File: config.mk
export PLATFORM = sky130hd
export DESIGN_NAME = keypad_scanner
export DESIGN_NICKNAME = d
export VERILOG_FILES = /design/src/rtl/keypad_scanner_pkg.sv /design/src/rtl/keypad_debouncer.sv /design/src/rtl/keypad_scanner.sv
export SDC_FILE = /design/constraint.sdc
export NUM_CORES = 1
export LEC_CHECK = 0
export BUFFER_PORTS_ARGS = -buffer_cell sky130_fd_sc_hd__buf_2
export CAP_MARGIN = 40
export CORE_MARGIN = 1.5
export CORE_UTILIZATION = 41
export CTS_CLUSTER_DIAMETER = 80
export CTS_CLUSTER_SIZE = 30
export DETAILED_ROUTE_END_ITERATION = 8
export GPL_ROUTABILITY_DRIVEN = 0
export GPL_TIMING_DRIVEN = 0
export PLACE_DENSITY_LB_ADDON = 0.15
export SYNTH_ARGS = -nofsm -noshare
export SYNTH_HDL_FRONTEND = slang
export SYNTH_SLANG_ARGS = --single-unit
File: constraint.sdc
create_clock -name hwclk -period 11.8 [get_ports hwclk]
set_clock_uncertainty 0.2 [all_clocks]
set_input_delay 1.77 -clock hwclk [delete_from_list [all_inputs] [get_ports hwclk]]
set_output_delay 1.77 -clock hwclk [all_outputs]
set_load 0.01 [all_outputs]
File: src/rtl/keypad_scanner_pkg.sv
// keypad_scanner_pkg
//   Shared encodings for the 3x3 keypad scanner: debouncer FSM states,
//   per-frame scan result, key-code constants, and the frame classifier.
//   Key code = 3*row + col + 1, rows and columns 0-based; 0 means no key.
package keypad_scanner_pkg;

  typedef enum logic [1:0] {
    ST_IDLE        = 2'd0,
    ST_DEB_PRESS   = 2'd1,
    ST_PRESSED     = 2'd2,
    ST_DEB_RELEASE = 2'd3
  } deb_state_e;

  typedef enum logic [1:0] {
    FR_NONE  = 2'd0,
    FR_KEY   = 2'd1,
    FR_MULTI = 2'd2
  } frame_res_e;

  localparam logic [3:0] KEY_NONE = 4'd0;
  localparam logic [3:0] KEY_1    = 4'd1;
  localparam logic [3:0] KEY_2    = 4'd2;
  localparam logic [3:0] KEY_3    = 4'd3;
  localparam logic [3:0] KEY_4    = 4'd4;
  localparam logic [3:0] KEY_5    = 4'd5;
  localparam logic [3:0] KEY_6    = 4'd6;
  localparam logic [3:0] KEY_7    = 4'd7;
  localparam logic [3:0] KEY_8    = 4'd8;
  localparam logic [3:0] KEY_9    = 4'd9;

  typedef struct packed {
    frame_res_e res;
    logic [3:0] code;
  } frame_t;

  // hits[3*row + col] is set when that row/column crossing was seen closed
  // during the frame, so a single hit at index i is key code i+1.
  function automatic frame_t classify(input logic [8:0] hits);
    frame_t f;
    int     n;
    f.res  = FR_NONE;
    f.code = KEY_NONE;
    n      = 0;
    for (int i = 0; i < 9; i++) begin
      if (hits[i]) begin
        n++;
        f.code = 4'(i + 1);
      end
    end
    if (n == 1) begin
      f.res = FR_KEY;
    end else if (n > 1) begin
      f.res  = FR_MULTI;
      f.code = KEY_NONE;
    end
    return f;
  endfunction

endpackage

File: src/rtl/keypad_debouncer.sv
// keypad_debouncer
//   Frame-level debounce FSM. Acts only on frame_vld (one cycle per full
//   scan); needs DEBOUNCE_FRAMES identical frames to accept a press and
//   DEBOUNCE_FRAMES empty frames to accept a release.
// Ports
//   hwclk, rst     clock, synchronous active-high reset
//   frame_vld      last cycle of a scan frame
//   frame_res      frame_res_e encoding of the frame (NONE/KEY/MULTI)
//   frame_code     key code when frame_res is KEY
//   button         accepted key code, held after release
//   bstate         debounced key-held flag
//   press          one-cycle strobe as bstate rises
module keypad_debouncer
  import keypad_scanner_pkg::*;
#(
  parameter int DEBOUNCE_FRAMES = 4
) (
  input  logic       hwclk,
  input  logic       rst,
  input  logic       frame_vld,
  input  logic [1:0] frame_res,
  input  logic [3:0] frame_code,
  output logic [3:0] button,
  output logic       bstate,
  output logic       press
);

  localparam int             CW      = $clog2(DEBOUNCE_FRAMES + 1);
  localparam logic [CW-1:0]  CNT_MAX = CW'(DEBOUNCE_FRAMES);
  localparam logic [CW-1:0]  CNT_ONE = CW'(1);

  deb_state_e    state_q, state_d;
  logic [CW-1:0] cnt_q, cnt_d, cnt_inc;
  logic [3:0]    cand_q, cand_d;
  logic [3:0]    button_d;
  logic          bstate_d, press_d;
  frame_res_e    res;

  assign res     = frame_res_e'(frame_res);
  // count never exceeds DEBOUNCE_FRAMES-1 before incrementing, so no wrap
  assign cnt_inc = cnt_q + 1'b1;

  always_ff @(posedge hwclk) begin
    if (rst) begin
      state_q <= ST_IDLE;
      cnt_q   <= '0;
      cand_q  <= KEY_NONE;
      button  <= KEY_NONE;
      bstate  <= 1'b0;
      press   <= 1'b0;
    end else begin
      state_q <= state_d;
      cnt_q   <= cnt_d;
      cand_q  <= cand_d;
      button  <= button_d;
      bstate  <= bstate_d;
      press   <= press_d;
    end
  end

  always_comb begin
    state_d  = state_q;
    cnt_d    = cnt_q;
    cand_d   = cand_q;
    button_d = button;
    bstate_d = bstate;
    press_d  = 1'b0;
    if (frame_vld) begin
      case (state_q)
        ST_IDLE: begin
          if (res == FR_KEY) begin
            cand_d = frame_code;
            cnt_d  = CNT_ONE;
            if (DEBOUNCE_FRAMES == 1) begin
              state_d  = ST_PRESSED;
              button_d = frame_code;
              bstate_d = 1'b1;
              press_d  = 1'b1;
            end else begin
              state_d = ST_DEB_PRESS;
            end
          end
        end
        ST_DEB_PRESS: begin
          if (res == FR_KEY) begin
            if (frame_code == cand_q) begin
              cnt_d = cnt_inc;
              if (cnt_inc == CNT_MAX) begin
                state_d  = ST_PRESSED;
                button_d = cand_q;
                bstate_d = 1'b1;
                press_d  = 1'b1;
              end
            end else begin
              // key changed while bouncing: restart on the new one
              cand_d = frame_code;
              cnt_d  = CNT_ONE;
            end
          end else begin
            state_d = ST_IDLE;
            cnt_d   = '0;
          end
        end
        ST_PRESSED: begin
          // KEY or MULTI keep the original button: no roll-over
          if (res == FR_NONE) begin
            if (DEBOUNCE_FRAMES == 1) begin
              state_d  = ST_IDLE;
              cnt_d    = '0;
              bstate_d = 1'b0;
            end else begin
              state_d = ST_DEB_RELEASE;
              cnt_d   = CNT_ONE;
            end
          end
        end
        ST_DEB_RELEASE: begin
          if (res == FR_NONE) begin
            cnt_d = cnt_inc;
            if (cnt_inc == CNT_MAX) begin
              state_d  = ST_IDLE;
              cnt_d    = '0;
              bstate_d = 1'b0;
            end
          end else begin
            // release glitch: back to held, no new strobe
            state_d = ST_PRESSED;
            cnt_d   = '0;
          end
        end
        default: begin
          state_d = ST_IDLE;
          cnt_d   = '0;
        end
      endcase
    end
  end

endmodule

File: src/rtl/keypad_scanner.sv
// keypad_scanner
//   3x3 keypad row scanner. Drives one row at a time for SCAN_TICKS cycles,
//   synchronizes the column senses, samples them on the last cycle of each
//   row, and hands a per-frame result to keypad_debouncer.
// Ports
//   hwclk, rst                      clock, synchronous active-high reset
//   keypad_r1..keypad_r3  (out)     one-hot active-high row drives
//   keypad_c1..keypad_c3  (in)      asynchronous active-high column senses
//   button[3:0]           (out)     accepted key code 1..9 (0 after reset)
//   bstate                (out)     debounced key-held flag
//   press                 (out)     one-cycle strobe on each accepted press
module keypad_scanner
  import keypad_scanner_pkg::*;
#(
  parameter int SCAN_TICKS      = 1000,
  parameter int DEBOUNCE_FRAMES = 4
) (
  input  logic       hwclk,
  input  logic       rst,
  output logic       keypad_r1,
  output logic       keypad_r2,
  output logic       keypad_r3,
  input  logic       keypad_c1,
  input  logic       keypad_c2,
  input  logic       keypad_c3,
  output logic [3:0] button,
  output logic       bstate,
  output logic       press
);

  localparam int TW = $clog2(SCAN_TICKS);

  logic [TW-1:0]   tick_q;
  logic [2:0]      row_oh_q;     // registered one-hot so row pins never glitch
  logic [1:0][2:0] sync_q;       // [0] first stage, [1] usable
  logic [1:0][2:0] row_hits_q;   // columns seen in rows 0 and 1 this frame
  logic [2:0]      cols_s;
  logic            tick_last;
  logic            frame_vld;
  frame_t          frame;

  assign cols_s    = sync_q[1];
  assign tick_last = (tick_q == TW'(SCAN_TICKS - 1));
  assign frame_vld = tick_last & row_oh_q[2];

  always_ff @(posedge hwclk) begin
    if (rst) begin
      tick_q     <= '0;
      row_oh_q   <= 3'b001;
      sync_q     <= '0;
      row_hits_q <= '0;
    end else begin
      sync_q[0] <= {keypad_c3, keypad_c2, keypad_c1};
      sync_q[1] <= sync_q[0];
      if (tick_last) begin
        tick_q   <= '0;
        row_oh_q <= {row_oh_q[1:0], row_oh_q[2]};
      end else begin
        tick_q <= tick_q + 1'b1;
      end
      // row 2 is not stored: it is consumed directly at frame end
      if (tick_last && row_oh_q[0]) row_hits_q[0] <= cols_s;
      if (tick_last && row_oh_q[1]) row_hits_q[1] <= cols_s;
    end
  end

  assign keypad_r1 = row_oh_q[0];
  assign keypad_r2 = row_oh_q[1];
  assign keypad_r3 = row_oh_q[2];

  assign frame = classify({cols_s, row_hits_q[1], row_hits_q[0]});

  keypad_debouncer #(
    .DEBOUNCE_FRAMES(DEBOUNCE_FRAMES)
  ) u_deb (
    .hwclk     (hwclk),
    .rst       (rst),
    .frame_vld (frame_vld),
    .frame_res (frame.res),
    .frame_code(frame.code),
    .button    (button),
    .bstate    (bstate),
    .press     (press)
  );

endmodule

==> out/qor.yml <==
sta:
  drv_slew: 0
  fmax_ghz: 0.1476
  worstMarginPinSlew_ns: 0.6115
  post-route-min-period_ns: 6.773
  postLayoutSetupSlackWorst_ns: 5.027
  finalCritPeriodShare_pct: 57.40
  rsz0062_at_grt: "no"
  setup_violations: 0
  finalSetupTns_ns: 0
  hold_viol_final: 0
  maxSlewHeadroom_pct: 59.04
synth:
  synthFlopType: "dfxtp_1"
  syn_nets: 338
  synth_top_family_by_area: "simple AND/OR/NAND/NOR gates"
  syn-mean-instance-area_um2: 8.281
  synth_xor_area_share_pct: 9.632
  syn_inst: 320
  synth_seq_cells: 40
  yosys-mux-area-fraction_pct: 5.524
  synthSimpleGateAreaFrac_pct: 28.47
  yosys_warnings: 0
  synth_fa_ha_area_share_pct: 6.516
  yosys.area.top_type_share_pct: 30.22
  yosysUniqueCellTypes: 66
  async_reset_ff_share_pct: 0
  synthTopCellsByArea: "dfxtp_1 30%, nor2_1 6.2%, ha_1 6.1%"
  yosys.area.top_type: "dfxtp_1"
  syn_area_um2: 2650
  synth_compound_area_share_pct: 15.53
  synth.yosys.seq_area_share_pct: 30.22
  synth_edf_count: 0
setup_path:
  worst_path_most_repeated_cell: "ha_1"
  cp.depth: 28
  cp_top_family: "simple AND/OR/NAND/NOR gates"
  cp-end-kind: "flip-flop"
  startpoint_type: "flip-flop"
  max_stage_delay_ns: 0.49
  r2r-start: "row_hits_q[1]$_SDFFE_PP0P_"
  cp.buffers_inverters: 3
  startpoint: "row_hits_q[1]$_SDFFE_PP0P_"
  crit_arrival_ns: 6.74
  cp_max_fo: 10
  path_class: "reg -> reg"
  cp_slowest_cell: "or4_1"
  crit_required_ns: 11.77
  reg2regPathDepth: 28
global_routing:
  grt_antenna_before_repair: 0
  grt_pass1_vias: 2046
  globalRouteTotalUtil_pct: 16.25
  grt_start_max_net_pins: 13
  grt_pass1_wl_mm: 9.294
  gr-total-overflow: 0
placement:
  hpwl_mm: 4.157
  dp_slack_ns: 5.007
  io_buffers: 13
  place_area_um2: 2811
routing:
  firstDrtPassIters: 4
  vias: 2224
  drtAntennaViolNets: 0
  met1_length_mm: 2.517
  wire_per_inst_um: 12.97
  wl_met3_um: 186
  top_layer_used: "met4"
  drc: 0
  dr_wl_met2_mm: 2.640
  via_per_inst: 5.333
  wl_mm: 5.408
  drt-initial-drc-count: 91
clock_network:
  htreeDepth: 2
  numCtsBuffers: 5
  cts_hold_buf: 0
  cts-root-buf: "clkbuf_8"
  cts_resized: 0
  postCtsSetupRepairBufs: 0
  clockBufferDepth: 2
  clkSinkCount: 40
  cts_tree: "done"
  path_clk_slew_ns: 0.08
  clk_latency_ns: 0.29
floorplan:
  core-area_um2: 6314
  ioPinCount: 14
  die_w_um: 83.40
  die_area_um2: 6955
  start_util_pct: 41.97
  die_h_um: 83.40
  num_rows: 29
run:
  drv_cap: 0
cells_and_area:
  nFillCells: 658
  multi_input_area_um2: 1740
  layout.area.seq_um2: 800.8
  fin_area_um2: 2893
  area_growth_pct: 9.159
  num-nets-final: 358
  drive_above_1_share_pct: 11.47
  diodes: 0
hold_path:
  min_from: "sync_q[2]$_SDFF_PP0_"
  min_path_type: "reg -> reg"
  holdPathStages: 1
power_and_ir_drop:
  ir_worst_vdd_mv: 0.05600
  cellLeakagePower_nw: 1.128
  p_per_area_nw_per_um2: 84.11
run_status:
  outcome: "complete, no violations"
## layout by cell type (no fill, tap or decap), drive strengths merged, types with 9 or more instances in the layout
cell type	n
nor2b	9
dfxtp	40
nand3	15
xor2	10
xnor2	12
inv	11
buf	18
nor2	44
clkbuf	14
ha	13
nand2	37
o21ai	9
mux2i	11
a21oi	17
## synth_stat cells (4+ instances only)
library cell,count
a21oi_1,17
and3_1,4
clkbuf_1,9
dfxtp_1,40
ha_1,13
inv_1,11
mux2i_1,9
nand2_1,37
nand2b_1,4
nand3_1,14
nor2_1,44
nor2b_1,9
nor3_1,6
o21ai_0,7
xnor2_1,11
xor2_1,9
## flip-flops by register name, summed over array words and instances (netlist names), 2 cells and up
signal,count
sync_q,3
u_deb.cnt_q,3
tick_q,10
cols_s,3
u_deb.state_q,2
u_deb.cand_q,4
u_deb.button,4
row_hits_q,6
row_oh_q,3
## worst register-to-register path: cells and delay by family (launching register included)
kind	cells	cell delay (ns)
XOR/XNOR	1	0.29
buffers and inverters	3	0.39
AO/OA/AOI/OAI	6	1.22
flip-flops	1	0.41
multiplexers	2	0.67
adder cells (fa/ha/maj)	6	1.68
AND/OR/NAND/NOR	10	1.81
## per-layer routing
layer | track usage (%) | up-vias
met5 | 0 | -
met4 | 6.061 | 0
met1 | 21.26 | 1025
met3 | 2.883 | 8
met2 | 26.76 | 31
li1 | - | 1160
## report_power, final
| part | switching [mW] | total (mW) | internal, mW |
|---|---|---|---|
| Clock | 0.0466 | 0.0866 | 0.0400 |
| Combinational | 0.0121 | 0.0190 | 0.00690 |
| Sequential | 0.00104 | 0.138 | 0.137 |
| Total | 0.0597 | 0.243 | 0.184 |
## logic make-up after synthesis
logic type,after synthesis
adder cells (fa/ha/maj),14
flip-flops,40
AND/OR/NAND/NOR,146
AO/OA/AOI/OAI,59
multiplexers,12
XOR/XNOR,24
buffers and inverters,25
## path summary, 6_finish.rpt
kind / to / slack, ns
setup / recovery: u_deb.button[2]$_SDFFE_PP0P_ / 5.03
hold / removal: cols_s[2]$_SDFF_PP0_ / 0.24
setup reg to reg: u_deb.button[2]$_SDFFE_PP0P_ / 5.03
hold reg to reg: cols_s[2]$_SDFF_PP0_ / 0.24
## area by class of cell
class	instances	share of cell area, %
buffer	14	2.336
tap	77	3.330
multi-input combinational	255	60.16
clock buffer	5	2.379
sequential	40	27.68
inverter	11	1.427
timing repair buffer	13	2.249
clock inverter	2	0.4325
## per-stage QoR
stage	std cells	util, %	power, mW	hold slack [ns]
finish	417	45.82	0.2433	0.2354
global route	417	45.82	0.2583	0.2678
CTS	417	45.82	0.2494	0.2427
detailed placement	410	44.53	0.1600	0.2264
global placement	410	44.53	0.1597	0.2196
floorplan	320	-	0.1552	0.2138
(Power assumes the default switching activity.)
